**src/rtl/regfile_pkg.sv**
```systemverilog
// Shared definitions for the register file slice.
// Contents: default geometry, address-width helper and the default address type.
package regfile_pkg;

  localparam int unsigned DEFAULT_WIDTH = 8;
  localparam int unsigned DEFAULT_DEPTH = 8;

  // Address bits needed to index 'depth' entries (at least one bit).
  function automatic int unsigned addr_w(input int unsigned depth);
    if (depth < 2) return 1;
    return $clog2(depth);
  endfunction

  localparam int unsigned DEFAULT_ADDR_W = addr_w(DEFAULT_DEPTH);

  typedef logic [DEFAULT_ADDR_W-1:0] rf_addr_t;

endpackage

```
**src/rtl/regfile_read_port.sv**
```systemverilog
// One registered read port of the register file.
// Holds the enable/hold data register, the valid flag, the entry-0 mask and,
// when REGFILE_BYPASS_EN is defined, a write-to-read bypass (write-first).
// Ports:
//   clk, reset       clock, asynchronous active-high reset
//   re, raddr        read enable and address
//   mem_data         storage contents at raddr (pre-write value)
//   we, waddr, wdata write port snoop (REGFILE_BYPASS_EN builds only)
//   rdata            registered read data, holds when re=0
//   rvalid           1 when rdata was updated on the last edge
module regfile_read_port
  import regfile_pkg::*;
#(
  parameter int unsigned WIDTH     = DEFAULT_WIDTH,
  parameter int unsigned ADDR_W    = DEFAULT_ADDR_W,
  parameter int unsigned ZERO_REG0 = 0
) (
  input  logic              clk,
  input  logic              reset,
  input  logic              re,
  input  logic [ADDR_W-1:0] raddr,
  input  logic [WIDTH-1:0]  mem_data,
`ifdef REGFILE_BYPASS_EN
  input  logic              we,
  input  logic [ADDR_W-1:0] waddr,
  input  logic [WIDTH-1:0]  wdata,
`endif
  output logic [WIDTH-1:0]  rdata,
  output logic              rvalid
);

  logic [WIDTH-1:0] rdata_next_c;

  // Select the value to capture; the entry-0 mask overrides the bypass.
  always_comb begin
    rdata_next_c = mem_data;
`ifdef REGFILE_BYPASS_EN
    if (we && (waddr == raddr)) rdata_next_c = wdata;
`endif
    if ((ZERO_REG0 != 0) && (raddr == '0)) rdata_next_c = '0;
  end

  // Output data holds when not enabled; valid pulses for one cycle per read.
  always_ff @(posedge clk or posedge reset) begin
    if (reset) begin
      rdata  <= '0;
      rvalid <= 1'b0;
    end else begin
      rvalid <= re;
      if (re) rdata <= rdata_next_c;
    end
  end

endmodule

```
**src/rtl/register_file.sv**
```systemverilog
// Parametrised register file: DEPTH words of WIDTH bits, one write port and
// two independent registered read ports (1-cycle latency).
// Optional macro REGFILE_BYPASS_EN: same-edge write data is forwarded to a
// read of the same address (write-first); otherwise reads are read-first.
// Ports:
//   clk, reset                clock, asynchronous active-high reset
//   we, waddr, wdata          write port
//   re_a, raddr_a, rdata_a    read port A
//   re_b, raddr_b, rdata_b    read port B
//   rvalid                    bit0 = port A updated last edge, bit1 = port B
module register_file
  import regfile_pkg::*;
#(
  parameter int unsigned WIDTH     = DEFAULT_WIDTH,
  parameter int unsigned DEPTH     = DEFAULT_DEPTH,
  parameter int unsigned ZERO_REG0 = 0,
  localparam int unsigned ADDR_W   = addr_w(DEPTH)
) (
  input  logic              clk,
  input  logic              reset,
  input  logic              we,
  input  logic [ADDR_W-1:0] waddr,
  input  logic [WIDTH-1:0]  wdata,
  input  logic              re_a,
  input  logic [ADDR_W-1:0] raddr_a,
  output logic [WIDTH-1:0]  rdata_a,
  input  logic              re_b,
  input  logic [ADDR_W-1:0] raddr_b,
  output logic [WIDTH-1:0]  rdata_b,
  output logic [1:0]        rvalid
);

  logic [WIDTH-1:0] mem [DEPTH];
  logic             wr_en_c;
  logic [WIDTH-1:0] mem_a_c;
  logic [WIDTH-1:0] mem_b_c;

  // Writes to entry 0 are dropped when it is hardwired to zero.
  assign wr_en_c = we && !((ZERO_REG0 != 0) && (waddr == '0));

  // Storage with asynchronous clear of every entry.
  always_ff @(posedge clk or posedge reset) begin
    if (reset) begin
      for (int unsigned i = 0; i < DEPTH; i++) mem[i] <= '0;
    end else if (wr_en_c) begin
      mem[waddr] <= wdata;
    end
  end

  assign mem_a_c = mem[raddr_a];
  assign mem_b_c = mem[raddr_b];

  regfile_read_port #(
    .WIDTH     (WIDTH),
    .ADDR_W    (ADDR_W),
    .ZERO_REG0 (ZERO_REG0)
  ) u_port_a (
    .clk      (clk),
    .reset    (reset),
    .re       (re_a),
    .raddr    (raddr_a),
    .mem_data (mem_a_c),
`ifdef REGFILE_BYPASS_EN
    .we       (we),
    .waddr    (waddr),
    .wdata    (wdata),
`endif
    .rdata    (rdata_a),
    .rvalid   (rvalid[0])
  );

  regfile_read_port #(
    .WIDTH     (WIDTH),
    .ADDR_W    (ADDR_W),
    .ZERO_REG0 (ZERO_REG0)
  ) u_port_b (
    .clk      (clk),
    .reset    (reset),
    .re       (re_b),
    .raddr    (raddr_b),
    .mem_data (mem_b_c),
`ifdef REGFILE_BYPASS_EN
    .we       (we),
    .waddr    (waddr),
    .wdata    (wdata),
`endif
    .rdata    (rdata_b),
    .rvalid   (rvalid[1])
  );

endmodule

```
**config.mk**
```make
export PLATFORM = sky130hd
export DESIGN_NAME = register_file
export DESIGN_NICKNAME = d
export VERILOG_FILES = /design/src/rtl/regfile_pkg.sv /design/src/rtl/regfile_read_port.sv /design/src/rtl/register_file.sv
export SDC_FILE = /design/constraint.sdc
export NUM_CORES = 1
export LEC_CHECK = 0
export ABC_CLOCK_PERIOD_IN_PS = 2320
export CAP_MARGIN = 15
export CORE_ASPECT_RATIO = 1.5
export CORE_MARGIN = 2
export CORE_UTILIZATION = 40
export CTS_CLUSTER_DIAMETER = 150
export DETAILED_ROUTE_END_ITERATION = 6
export PLACE_DENSITY_LB_ADDON = 0.25
export SYNTH_ARGS = -nofsm -noshare
export SYNTH_HDL_FRONTEND = slang
export SYNTH_SLANG_ARGS = --single-unit
```
**constraint.sdc**
```tcl
create_clock -name clk -period 2.32 [get_ports clk]
set_input_delay 0.348 -clock clk [delete_from_list [all_inputs] [get_ports clk]]
set_output_delay 0.348 -clock clk [all_outputs]
set_load 0.02 [all_outputs]
```
==> Word level (Yosys, flattened, before mapping) <==
Cells that the tools add are included.
Widths: inputs -> output; s select.
{ "op_classes": {"n_lt_le_gt_ge": 4, "muxes": 9, "n_bitwise": 3, "n_reduce_logical": 1} }
{ "op_table": {"columns": ["op", "n"], "rows": [
  ["$bwmux 64", 1],
  ["$bmux 8 s3", 2],
  ["$mux 8", 5],
  ["$demux 8 s3", 1],
  ["$ge 4x4->1 const B", 3],
  ["$not 3->4", 3],
  ["$lt 4x1->1 const B", 1],
  ["$logic_and 1x1->1", 1]
]} }
{ "totals": {"ff_bits": 82, "input_bits": 22, "out_inout_bits": 18, "word_cells": 29} }

==> Longest topological paths before layout <==
{ "logic_depth": {"ltp_word": 6, "depth_mapped": 5} }

==> By module <==
Synthesis repeated with hierarchy kept, for this count alone.
{ "unflattened": {"cells_unflattened": 240, "area_unflattened_um2": 4264.1} }
{ "modules_own_cells": {"columns": ["mod", "n_inst", "cells_per_inst", "area_each_um2", "seq_area_each_um2"], "rows": [
  ["register_file", 1, 202, 3543.4, 1601.5],
  ["regfile_read_port", 2, 19, 360.3, 225.2]
]} }

==> Worst setup path before layout <==
Ideal clock, no wire load.
{ "synth_timing": {"path_type": "in2reg", "from": "input port waddr[0]", "to": "register mem[24] in the netlist's numbering", "setup_ns": 0.125, "arrival_ns": 1.331, "required_time_ns": 2.195, "slack_ns": 0.865, "cell_stages": 4, "n_path_buf": 1, "cell_sequence": "buf_6 -> nand2b_4 -> nor3b_4 -> mux2_2"} }
{ "synth_between": {"elab_chain_len": 6} }
{ "synth_lines": {"columns": ["element", "line_no", "text"], "rows": [
  ["start, declared", "register_file.sv:22", "input logic [ADDR_W-1:0] waddr,"],
  ["$not 3->4 (implied by the code) *", "register_file.sv:46", "mem[waddr] <= wdata;"],
  ["$ge 4x4->1 (implied by the code) or $lt 4x1->1 (tied branches)", "register_file.sv:46", null],
  ["$logic_and 1x1->1 (implied by the code)", "register_file.sv:46", null],
  ["$mux 8 (implied by the code)", "register_file.sv:46", null],
  ["$demux 8 s3 *", "register_file.sv:46", null],
  ["$bwmux 64 *", "register_file.sv:46", null],
  ["end signal, assigned by index", "register_file.sv:46", null],
  ["end, declared", "register_file.sv:33", "logic [WIDTH-1:0] mem [DEPTH];"]
]} }
Every way passes the cells marked *; elsewhere a longest branch is shown, timed or not.
A chain may end at the register's enable or synchronous reset.

==> Final worst setup path <==
{ "layout_timing": {"from": "input port waddr[1]", "to": "register mem[43] in the netlist's numbering"} }
The elaborated chain is that of the path after synthesis.

==> impl_metrics.toml <==
[place]
dpl.cell_count = 507
place.gp.congestion = 0.801
port_buffers = 39
hpwl_um = 6970

[global_routing]
track_usage_pct = 19.5
grt_most_used_layer = "met2"
grt_max_degree = 83
grt_pass1_wl_um = 16600
antenna_found_initial = 0
grt_overflow = 0
gr-usage-met1_pct = 25.2
grt_pass1_vias = 2994
met3_usage_pct = 3.54
gr-usage-met2_pct = 31.9

[worst_setup_path]
crit_buf_inv = 1
endpoint_kind = "flop"
cp_data_required_time_ns = 2.54
crit_family = "buffers and inverters"
r2r_start = "mem[26]$_DFFE_PP0P_"
path_max_fanout = 8
r2r_slack_ns = 1.20
cp.arrival_ns = 2.00
cp_slowest_cell = "clkdlybuf4s50_1"
reg2reg_to = "u_port_b.rdata[2]$_DFFE_PP0P_"
reg2reg_depth = 3
crit_chain = "clkdlybuf4s50_1 -> nor3b_4 -> mux2_2"
cpPeakStageDelay_ns = 0.71
crit_type = "input pin to flop"
worst_setup_path_start_kind = "input pin"

[route]
avgViaCountPerCell = 5.42
wl_per_cell_um = 19.6
drc_errors = 0
drt_first_pass_iters = 4
vias = 2837
first_iter_violations = 193
wl_um = 10300
ant_nets = 0

[synth]
netlist_instances = 331
yosysSeqAreaShare_pct = 48.3
ys_warn_count = 0
synth_area_mm2 = 0.00425
syn_nets = 353
synth_cell_types = 23
ys_ff_latch = 82
syn_avg_cell_area_um2 = 12.8

[sta]
fmaxAchievable_mhz = 561
rsz0062_at_grt = "no"
setup_viol = 0
slew_viol_final = 0
tns_ns = 0
hold_viol_final = 0
period_needed_ns = 1.78
worstMarginPinSlew_ns = 0.696
max_slew_margin_pct = 53.4
finalCritPeriodShare_pct = 76.9
skew_ns = 0.00517

[clock_tree]
cts_sinks = 82
numCtsBuffers = 9
postCtsSetupBuffers = 0
cts_resized = 0
clk_pin_slew_ns = 0.06
holdBufCountCts = 0
cts.path.max_buffers = 2
htreeDepth = 3
cts_tree = "yes"
cts.root.buffer_cell = "clkbuf_16"
worstSkewPairLatency_ns = 0.34

[pwr]
p_clk_share_pct = 36.5
total_leakage_power_nw = 2.28
intPower_mw = 3.38
p_comb_share_pct = 21.1
cellPowerDensity_mw_per_mm2 = 881
switching_share_pct = 26.0
vdd_drop_max_mv = 0.428
power.switching_mw = 1.19
seqPwrFrac_pct = 42.4

[final_layout]
final_cell_mix = "82 x dfrtp_1, 64 x mux2_2, 48 x mux2i_1, 37 x clkdlybuf4s50_1, 34 x nor2b_1"
drive_above_1_share_pct = 27.4
layout.nets = 396
final_common_cell = "dfrtp_1"
diodes = 0
area_growth_pct = 22.2
post_layout_nonfiller_instances = 523

[floorplan]
fp.dieArea_mm2 = 0.0115
num_rows = 46
fp.dieH_um = 130
pin_count = 40
die_w_um = 88.1
start_util_pct = 40.5
core_area_mm2 = 0.0105

[run]
timing.max_cap.violations = 0

[status]
outcome = "complete, no violations"

[hold_path]
min_path_type = "input pin to async pin"
==> power groups by stage <==
stage,clock [mW],combinational (mW),sequential (mW)
2_1_floorplan,0,0.619,1.96
3_5_place_dp,0,0.969,1.96
4_1_cts,1.69,0.974,1.94
5_1_grt,1.75,1.05,1.98
3_3_place_gp,0,0.949,1.94
6_report,1.67,0.965,1.94
==> cell type report <==
type | instances | area, um2
Timing Repair Buffer | 56 | 546
Fill cell | 939 | 5290
Clock buffer | 12 | 256
Sequential cell | 82 | 2050
Multi-Input combinational cell | 224 | 2050
Tap cell | 144 | 180
Clock inverter | 4 | 97.6
Inverter | 1 | 7.51
==> state kept, by name (all words and copies together), names as in the netlist <==
name,flops
u_port_b.rdata,8
u_port_a.rdata,8
mem,64
u_port_b.rvalid,1
u_port_a.rvalid,1
==> worst register-to-register path: stages, from the launching register on <==
cell,delay (ns)
dfrtp_1,0.38
nor2b_1,0.13
a211o_1,0.24
a41o_1,0.25
==> cell families (layout without fill, tap and decap cells) <==
kind of cell | Yosys count | after routing | synth area share (%)
mux | 112 | 112 | 28.3
buf+inv | 25 | 73 | 3.42
compound gates | 48 | 48 | 9.90
flops | 82 | 82 | 48.3
simple gates | 64 | 64 | 10.1
==> synth_stat cells <==
cell type	n	area (um2)
nand2b_1	2	12.5
mux2_2	64	721
a211o_1	16	140
clkbuf_1	6	22.5
nand4b_1	3	26.3
nand4_1	1	6.26
buf_2	5	25.0
nor2b_1	34	213
buf_1	2	7.51
nor3b_4	2	37.5
a41o_1	16	160
nand3_1	16	80.1
nor3_2	1	10.0
nor2_1	2	7.51
nor3_4	1	16.3
inv_1	1	3.75
buf_6	1	11.3
buf_4	10	75.1
a22oi_1	16	120
mux2i_1	48	480
nand2_1	1	3.75
dfrtp_1	82	2050
nand2b_4	1	13.8
==> worst max path at each step <==
stage                   from                  end  slack [ns]  cells after the start
floorplan           waddr[0]  mem[24]$_DFFE_PP0P_        0.86                      4
global placement    waddr[1]  mem[42]$_DFFE_PP0P_        0.22                      3
detailed placement  waddr[1]  mem[46]$_DFFE_PP0P_        0.16                      3
CTS                 waddr[1]  mem[46]$_DFFE_PP0P_        0.52                      3
global route        waddr[1]  mem[36]$_DFFE_PP0P_        0.42                      3
finish              waddr[1]  mem[43]$_DFFE_PP0P_        0.54                      3
==> through the flow <==
step / cell area, um2 / hold slack, ns / utilization, % / total power [mW] / setup WS (ns)
after floorplan: 4250 / 0.379 / - / 2.58 / 0.865
after global placement: 4830 / 0.499 / 46.1 / 2.89 / 0.222
after detailed placement: 4830 / 0.512 / 46.1 / 2.93 / 0.160
after CTS: 5190 / 0.516 / 49.5 / 4.60 / 0.515
after global routing: 5190 / 0.540 / 49.5 / 4.79 / 0.421
final: 5190 / 0.495 / 49.5 / 4.57 / 0.536
==> per-layer routing <==
| layer | vias to the layer above | wire, um |
|---|---|---|
| li1 | 1323 | - |
| met1 | 1418 | 4380 |
| met2 | 75 | 5130 |
| met3 | 21 | 420 |
| met4 | 0 | 345 |
| met5 | - | 0 |
No activity file was read; power rests on OpenSTA's default activity.
